## config.mk

```make
export PLATFORM = sky130hd
export DESIGN_NAME = rtc_edit_sequencer
export DESIGN_NICKNAME = d
export VERILOG_FILES = /design/src/rtl/rtc_edit_sequencer.sv
export SDC_FILE = /design/constraint.sdc
export NUM_CORES = 1
export LEC_CHECK = 0
export CORE_UTILIZATION = 50
export DETAILED_ROUTE_END_ITERATION = 12
export GPL_TIMING_DRIVEN = 1
export PLACE_DENSITY_LB_ADDON = 0.2
export SLEW_MARGIN = 20
export SYNTH_ARGS = -nofsm -noshare
export SYNTH_HDL_FRONTEND = slang
export SYNTH_SLANG_ARGS = --single-unit
```

## constraint.sdc

```tcl
create_clock -name clk -period 5.5 [get_ports clk]
set_input_delay 0.825 -clock clk [delete_from_list [all_inputs] [get_ports clk]]
set_output_delay 0.825 -clock clk [all_outputs]
set_load 0.01 [all_outputs]
```

## src/rtl/rtc_edit_sequencer.sv

```systemverilog
// ============================================================================
// Module  : rtc_edit_sequencer
// Brief   : Field select, inc/dec strobes, wrap limits and commit handshake
//           for manual editing of RTC counters. Optional macro: LEAP_YEAR_EN.
// Revision: 1.0
// ============================================================================
`default_nettype none

module rtc_edit_sequencer #(
  parameter int NUM_FIELDS  = 6,
  parameter int ACK_TIMEOUT = 255,
  parameter int TW          = 8
) (
  input  logic                  clk,
  input  logic                  rst,
  input  logic                  edit_mode,
  input  logic                  btn_up,
  input  logic                  btn_dn,
  input  logic                  btn_next,
  input  logic                  btn_prev,
  input  logic [6:0]            month_val,
  input  logic [6:0]            year_val,
  input  logic                  wr_ack,
  output logic [2:0]            field_sel,
  output logic [NUM_FIELDS-1:0] en_field,
  output logic                  inc_pulse,
  output logic                  dec_pulse,
  output logic [6:0]            condicion,
  output logic                  wr_req,
  output logic                  wr_err,
  output logic                  busy
);

  typedef enum logic [1:0] {
    S_IDLE     = 2'd0,
    S_EDIT     = 2'd1,
    S_COMMIT   = 2'd2,
    S_WAIT_ACK = 2'd3
  } state_t;

  localparam logic [2:0]    c_last_field = 3'(NUM_FIELDS - 1);
  localparam logic [TW-1:0] c_timeout    = TW'(ACK_TIMEOUT);

  // Input bit order: {prev, next, dn, up, edit}
  logic [4:0]    r_in_cur, r_in_prev;
  logic [4:0]    w_rise;
  logic          w_edit_fall;
  state_t        r_state, w_state_n;
  logic [2:0]    r_field, w_field_n;
  logic          r_err, w_err_n;
  logic [TW-1:0] r_cnt, w_cnt_n, w_cnt_inc;
  logic [6:0]    w_day_lim;

  // History resets high so a level held through reset yields no edge.
  always_ff @(posedge clk or posedge rst) begin
    if (rst) begin
      r_in_cur  <= '1;
      r_in_prev <= '1;
    end else begin
      r_in_cur  <= {btn_prev, btn_next, btn_dn, btn_up, edit_mode};
      r_in_prev <= r_in_cur;
    end
  end

  assign w_rise      = r_in_cur & ~r_in_prev;
  assign w_edit_fall = ~r_in_cur[0] & r_in_prev[0];
  assign w_cnt_inc   = r_cnt + TW'(1);

  always_ff @(posedge clk or posedge rst) begin
    if (rst) begin
      r_state <= S_IDLE;
      r_field <= 3'd0;
      r_err   <= 1'b0;
      r_cnt   <= '0;
    end else begin
      r_state <= w_state_n;
      r_field <= w_field_n;
      r_err   <= w_err_n;
      r_cnt   <= w_cnt_n;
    end
  end

  always_comb begin
    w_state_n = r_state;
    w_field_n = r_field;
    w_err_n   = r_err;
    w_cnt_n   = r_cnt;
    inc_pulse = 1'b0;
    dec_pulse = 1'b0;
    en_field  = '0;
    wr_req    = 1'b0;
    case (r_state)
      S_IDLE: begin
        if (w_rise[0]) begin
          w_state_n = S_EDIT;
          w_field_n = 3'd0;
          w_err_n   = 1'b0;
        end
      end
      S_EDIT: begin
        en_field = {{(NUM_FIELDS-1){1'b0}}, 1'b1} << r_field;
        if (w_edit_fall) begin
          w_state_n = S_COMMIT;
        end else if (w_rise[3] | w_rise[4]) begin
          // Navigation owns the cycle: no inc/dec strobes alongside it.
          if (w_rise[3] && !w_rise[4])
            w_field_n = (r_field == c_last_field) ? 3'd0 : r_field + 3'd1;
          else if (w_rise[4] && !w_rise[3])
            w_field_n = (r_field == 3'd0) ? c_last_field : r_field - 3'd1;
        end else begin
          inc_pulse = w_rise[1] & ~w_rise[2];
          dec_pulse = w_rise[2] & ~w_rise[1];
        end
      end
      S_COMMIT: begin
        wr_req    = 1'b1;
        w_cnt_n   = '0;
        w_state_n = S_WAIT_ACK;
      end
      S_WAIT_ACK: begin
        wr_req = 1'b1;
        if (wr_ack) begin
          w_state_n = S_IDLE;
          w_cnt_n   = '0;
        end else if (w_cnt_inc == c_timeout) begin
          w_state_n = S_IDLE;
          w_err_n   = 1'b1;
          w_cnt_n   = '0;
        end else begin
          w_cnt_n = w_cnt_inc;
        end
      end
      default: w_state_n = S_IDLE;
    endcase
  end

`ifdef LEAP_YEAR_EN
  logic [6:0] w_feb_lim;
  assign w_feb_lim = (year_val[1:0] == 2'b00) ? 7'd29 : 7'd28;
`else
  logic [6:0] w_feb_lim;
  logic       w_unused_year;
  assign w_feb_lim     = 7'd29;
  assign w_unused_year = ^year_val;
`endif

  always_comb begin
    case (month_val)
      7'd4, 7'd6, 7'd9, 7'd11: w_day_lim = 7'd30;
      7'd2:                    w_day_lim = w_feb_lim;
      default:                 w_day_lim = 7'd31;
    endcase
  end

  always_comb begin
    case (r_field)
      3'd0, 3'd1: condicion = 7'd59;
      3'd2:       condicion = 7'd23;
      3'd3:       condicion = w_day_lim;
      3'd4:       condicion = 7'd12;
      3'd5:       condicion = 7'd99;
      default:    condicion = 7'd59;
    endcase
  end

  assign field_sel = r_field;
  assign wr_err    = r_err;
  assign busy      = (r_state != S_IDLE);

endmodule

`default_nettype wire

```

==> results of run 1 <==
==> per-layer routing <==
metal,GRT usage [%],wire length [um]
met5,0,0
met3,2.56,164
met2,38.6,1510
met1,24.6,1220
met4,8.36,37
==> synthesized netlist by cell type, types with 2 or more instances <==
| master | number | area (sq um) |
|---|---|---|
| o21ai_0 | 6 | 30.0 |
| o41ai_1 | 2 | 17.5 |
| nand3_1 | 6 | 30.0 |
| ha_1 | 13 | 163 |
| a311oi_1 | 2 | 17.5 |
| and2_1 | 4 | 25.0 |
| nand2_1 | 15 | 56.3 |
| a21oi_1 | 3 | 15.0 |
| o21ai_1 | 5 | 25.0 |
| a31oi_1 | 2 | 12.5 |
| nor3_1 | 3 | 15.0 |
| xnor2_1 | 2 | 17.5 |
| nor2_1 | 15 | 56.3 |
| dfrtp_1 | 14 | 350 |
| nand3b_1 | 4 | 30.0 |
| dfstp_2 | 10 | 263 |
| mux2i_1 | 2 | 20.0 |
| inv_1 | 15 | 56.3 |
| nor2b_1 | 2 | 12.5 |
| nand2b_1 | 6 | 37.5 |
| a21o_1 | 2 | 15.0 |
==> per-stage QoR <==
| step | setup slack (ns) | instance area (sq um) |
|---|---|---|
| finish | 2.34 | 1880 |
| global route | 2.19 | 1880 |
| CTS | 2.29 | 1880 |
| detailed placement | 2.35 | 1840 |
| global placement | 2.40 | 1840 |
| floorplan | 3.30 | 1460 |
==> how the worst max path moves through the flow <==
stage                            start            to  slack (ns)  cells after the start
after global routing        r_state[1]     dec_pulse        2.19                      5
after global placement    month_val[3]  condicion[0]        2.40                      7
after CTS                   r_state[1]     dec_pulse        2.29                      5
final                       r_state[1]     dec_pulse        2.34                      5
after detailed placement  month_val[0]  condicion[0]        2.35                      7
after floorplan           month_val[0]  condicion[1]        3.30                      4
==> power breakdown <==
part	internal, mW	total [mW]	switching [mW]	leakage [nW]
Sequential	0.207	0.239	0.0323	0.292
Combinational	0.218	0.436	0.218	0.499
Clock	0.0404	0.0913	0.0508	0.0210
Total	0.465	0.766	0.301	0.812
==> worst reg2reg max path, delay by kind of cell (launching register included) <==
family                     cells  cell delay (ns)
adders and majority gates      1             0.25
AOI/OAI and AO/OA              2             0.50
and+or+nand+nor                2             0.31
DFF                            1             0.46
muxes                          1             0.30
==> layout make-up <==
| cell class | count | area (sq um) | area share, % |
|---|---|---|---|
| multi-input cells | 111 | 778 | 41.5 |
| flip-flops and latches | 24 | 613 | 32.7 |
| repair buffers | 35 | 350 | 18.7 |
| inverters | 16 | 60.1 | 3.20 |
| well taps | 31 | 38.8 | 2.07 |
| clock buffers | 4 | 36.3 | 1.93 |
==> sequential cells by signal, summed over array words and instances (netlist names) <==
signal and flops:
field_sel 3, r_cnt 8, r_in_cur 5, r_in_prev 5, r_state 2, wr_err 1
==> cell families (layout without fill, tap and decap cells) <==
group	Yosys count	after routing	synth area share, %
flip-flops	24	24	42.0
adder cells (fa/ha/maj)	13	13	11.1
multiplexers	3	3	2.40
AND/OR/NAND/NOR	62	62	21.9
AO/OA/AOI/OAI	30	30	15.6
buffers and inverters	17	55	4.63
XOR/XNOR	3	3	2.32
==> run_results.csv, run 1 <==
group,metric,value,unit
outcome,status,"complete, no violations",
critical_path,cp_data_arrival_time,2.33,ns
sta,hold_viol_final,0,
min_path,hold_path_class,"reg2reg",
route,wl_per_cell,13.3,um
critical_path,reg2reg_to,"r_state[1]",
sta,tightest_slew,0.897,ns
clocking,cts.sinks,24,
yosys,yosysWarnings,0,
placed_design,dp_cells,217,
critical_path,cp.required,4.68,ns
route,vias,1204,
route,drcViolationCount,0,
route,wirelength,2930,um
min_path,min_delay_path_depth,0,
critical_path,crit_path_start_kind,"register",
sta,finClkSkew,0.00447,ns
yosys,netlist_area,1460,sq um
sta,max-slew-margin-rel,40.1,%
sta,min_period_over_period,57.4,%
critical_path,cp_slowest_cell,"clkdlybuf4s50_1",
floorplan,core_area,2760,sq um
cells_and_area,drive_above_1_share,12.6,%
clocking,cts_resized,0,
global_routing,grt_pass1_vias,1234,
critical_path,end_kind,"output port",
route,drt-pass1-iter-count,4,
power_and_ir_drop,peakVddDrop,0.000317,V
yosys,async_flop_share,100,%
sta,grt_setup_unrepaired,"no",
power_and_ir_drop,powerDensity,408,nW/um^2
sta,setup_tns,0,ns
clocking,cts_tree,"yes",
cells_and_area,final_util,68.1,%
floorplan,row_count,19,
sta,finalCriticalPeriod,3.16,ns
yosys,syn-instance-count,152,
clocking,clkLatencyLatePin,0.31,ns
yosys,ys.flop_type,"dfrtp_1",
min_path,hold_end,"r_in_prev[1]",
floorplan,fp.dieW,56.0,um
cells_and_area,antenna_cells,0,
clocking,clk_pin_slew,0.13,ns
sta,max_clock_freq,317,MHz
job,drv_cap,0,
cells_and_area,final_common_cell,"clkdlybuf4s50_1",
placed_design,io_buffers,35,
global_routing,grt_usage,21.0,%
clocking,cts_buffers,3,
sta,holdWs,0.374,ns
yosys,synth_edf_count,0,
floorplan,dieArea,3140,sq um
clocking,cts_setup_buffers,0,
critical_path,max_stage_delay,0.60,ns
route,drt-vias-per-instance,5.45,
cells_and_area,final_cells,221,
cells_and_area,synthToLayoutAreaGrowth,28.6,%
yosys,synthDistinctLibCells,40,
critical_path,cp_cell_sequence,"inv_1 > ha_1 > nand3_1 > nor4_1 > clkdlybuf4s50_1",
critical_path,regToRegSetupSlack,3.59,ns
yosys,avgSynthCellArea,9.60,sq um
critical_path,crit_type,"reg2out",
sta,setup-violations-final,0,
critical_path,reg2reg_depth,6,
clocking,root_buffer,"clkbuf_4",
clocking,clock_path_buffers,2,
global_routing,overflow,0,
cells_and_area,nFillCells,234,
cells_and_area,layout.nets,226,
critical_path,cp_num_buf_inv,2,
cells_and_area,final_cell_mix,"35 x clkdlybuf4s50_1, 15 x inv_1, 15 x nand2_1, 15 x nor2_1, 14 x dfrtp_1",
floorplan,ios,43,
yosys,syn_nets,187,
power_and_ir_drop,leakagePower,0.812,nW
min_path,hold_start,"r_in_cur[1]",
global_routing,grt_pass1_wl,5280,um
clocking,cts-hold-fix-buffers,0,
critical_path,cp_top_family,"buffers and inverters",
power_and_ir_drop,p_total,766,uW
yosys,yosysSeqAreaShare,42.0,%
floorplan,start_util,52.9,%
global_routing,grt_max_degree,25,
floorplan,die_h,56.0,um
critical_path,r2r-start,"r_cnt[0]",
critical_path,path_max_fanout,10,
placed_design,place_hpwl,2290,um
sta,slew_violations,0,
route,drt_iter0_drc,24,
clocking,cts_htree_levels,1,
yosys,ys_ff_latch,24,
placed_design,gp_congestion,0.850,
global_routing,antenna_found_initial,0,
route,antenna_left,0,
(Power assumes the default switching activity.)
==> inputs of run 2 (changes only) <==
Settings changed: CORE_UTILIZATION 50 to 42.
Clock period 5.5 ns to 2.8 ns, I/O delays scaled along.
==> run 2 against run 1 <==
Design area grew 2.4%. Setup slack got worse by 2.1 ns. Die area grew 18%. Non-clock buffer count up 2.
==> run_results.csv, run 2 (same netlist as run 1, synthesis figures left out) <==
group,metric,value,unit
outcome,status,"complete, no violations",
route,dr_wl_met3,116,um
sta,hold_viol_final,0,
global_routing,grt_pass1_wl,4760,um
cells_and_area,layout.nets,228,
power_and_ir_drop,p_switching,607,uW
clocking,cts_tree,"yes",
floorplan,ios,43,
clocking,clk_pin_slew,0.13,ns
global_routing,grt_pass1_vias,1132,
route,wl_per_cell,11.8,um
cells_and_area,drive_above_1_share,13.5,%
sta,setup-violations-final,0,
placed_design,post_dp_cell_area,1870,sq um
clocking,clock_path_buffers,2,
critical_path,cp_num_buf_inv,2,
route,met2_length,1420,um
critical_path,path_max_fanout,8,
placed_design,io_buffers,35,
floorplan,die_h,60.9,um
sta,tightest_slew,0.887,ns
global_routing,antenna_found_initial,0,
global_routing,grt_max_degree,25,
power_and_ir_drop,peakVddDrop,0.000304,V
sta,setup_tns,0,ns
power_and_ir_drop,intPower,963,uW
global_routing,overflow,0,
cells_and_area,largest_register_ffs,8,
floorplan,core_area,3340,sq um
cells_and_area,nFillCells,287,
sta,holdWs,0.373,ns
critical_path,crit_path_start_kind,"register",
power_and_ir_drop,p_clk_share,13.8,%
placed_design,gp_congestion,0.851,
critical_path,cp_top_family,"buffers and inverters",
power_and_ir_drop,p_sw_share,38.7,%
floorplan,start_util,43.7,%
min_path,hold_path_class,"reg2reg",
route,drt-vias-per-instance,5.15,
route,vias,1225,
cells_and_area,final_cells,238,
route,drcViolationCount,0,
critical_path,cp.required,2.38,ns
sta,grt_setup_unrepaired,"no",
placed_design,place_ws,0.412,ns
power_and_ir_drop,powerDensity,817,nW/um^2
route,antenna_left,0,
placed_design,dp_cells,234,
critical_path,crit_type,"reg2out",
sta,fin_ws,0.258,ns
route,m1WireLength,1220,um
critical_path,cp_data_arrival_time,2.12,ns
cells_and_area,top_regs,"r_cnt (8), r_in_cur (5), r_in_prev (5)",
clocking,cts_htree_levels,1,
power_and_ir_drop,leakagePower,0.827,nW
clocking,cts-hold-fix-buffers,0,
cells_and_area,synthToLayoutAreaGrowth,31.7,%
sta,slew_violations,0,
power_and_ir_drop,pwr-share-seq,30.1,%
sta,finalCriticalPeriod,2.54,ns
critical_path,cp_slowest_cell,"dfrtp_1",
sta,min_period_over_period,90.8,%
sta,finClkSkew,0.00197,ns
route,highest_layer,"met4",
floorplan,fp.dieW,60.9,um
global_routing,grt_usage,17.4,%
clocking,cts.sinks,24,
job,drv_cap,0,
cells_and_area,final_cell_area,1920,sq um
route,drt-pass1-iter-count,4,
power_and_ir_drop,p_comb_share,56.0,%
route,drt_iter0_drc,70,
sta,max_clock_freq,393,MHz
clocking,clkLatencyLatePin,0.32,ns
critical_path,regToRegSetupSlack,0.86,ns
route,wirelength,2810,um
floorplan,row_count,21,
clocking,root_buffer,"clkbuf_4",
cells_and_area,final_cell_mix,"35 x clkdlybuf4s50_1, 15 x inv_1, 15 x nand2_1, 15 x nor2_1, 14 x dfrtp_1",
clocking,cts_setup_buffers,0,
critical_path,max_stage_delay,0.50,ns
critical_path,cp_cell_sequence,"inv_1 > ha_1 > or3_1 > clkdlybuf4s50_1",
sta,max-slew-margin-rel,40.8,%
cells_and_area,final_common_cell,"clkdlybuf4s50_1",
cells_and_area,antenna_cells,0,
cells_and_area,top_register,"r_cnt",
floorplan,dieArea,3710,sq um
clocking,cts_resized,0,
clocking,cts_buffers,3,
placed_design,place_hpwl,2170,um
critical_path,end_kind,"output port",
## run 2: changes by cell type in the layout (fill, tap and decap cells not counted)
| cell | before | now |
|---|---|---|
| buf_4 | 0 | 2 |
| clkbuf_8 | 1 | 0 |
| clkbuf_16 | 0 | 1 |
## run 2: worst register-to-register path, cell delays in order, from the launching register on
cell	delay, ns
dfrtp_1	0.45
ha_1	0.25
nand2b_1	0.18
a211oi_2	0.36
a21oi_2	0.17
nor2_4	0.14
mux2_4	0.31
## run 2: path summary, 6_finish.rpt
path,startpoint,endpoint,cells past startpoint
hold / removal,r_in_cur[1],r_in_prev[1],0
hold reg to reg,r_in_cur[1],r_in_prev[1],0
setup / recovery,field_sel[1],condicion[3],4
setup reg to reg,r_cnt[0],r_state[1],6
min in group asynchronous,rst,r_cnt[0],2
max in group asynchronous,rst,r_cnt[4],2
## run 2: metrics by stage
| step | power [mW] | utilization [%] |
|---|---|---|
| 2_1_floorplan | 0.979 | - |
| 3_3_place_gp | 1.33 | 56.2 |
| 3_5_place_dp | 1.37 | 56.2 |
| 4_1_cts | 1.59 | 57.6 |
| 5_1_grt | 1.71 | 57.6 |
| 6_report | 1.57 | 57.6 |
## run 2: layout make-up
type                            instances  area (sq um)  share of cell area [%]
Inverter                               16          60.1                    3.13
Multi-Input combinational cell        111           778                    40.5
Timing Repair Buffer                   37           365                    19.0
Sequential cell                        24           613                    31.9
Tap cell                               46          57.6                    2.99
Clock buffer                            4          47.5                    2.47
## run 2: power by group through the flow
stage | combinational (mW) | clock [mW] | sequential [mW]
2_1_floorplan | 0.508 | 0 | 0.472
3_3_place_gp | 0.860 | 0 | 0.475
3_5_place_dp | 0.886 | 0 | 0.479
4_1_cts | 0.890 | 0.226 | 0.472
5_1_grt | 0.990 | 0.240 | 0.484
6_report | 0.879 | 0.217 | 0.473
## run 2: routing by layer
layer  GRT usage [%]  up-vias
li1                -      604
met1            20.6      576
met2            31.4       41
met3            1.28        4
met4            8.77        0
met5               0        -
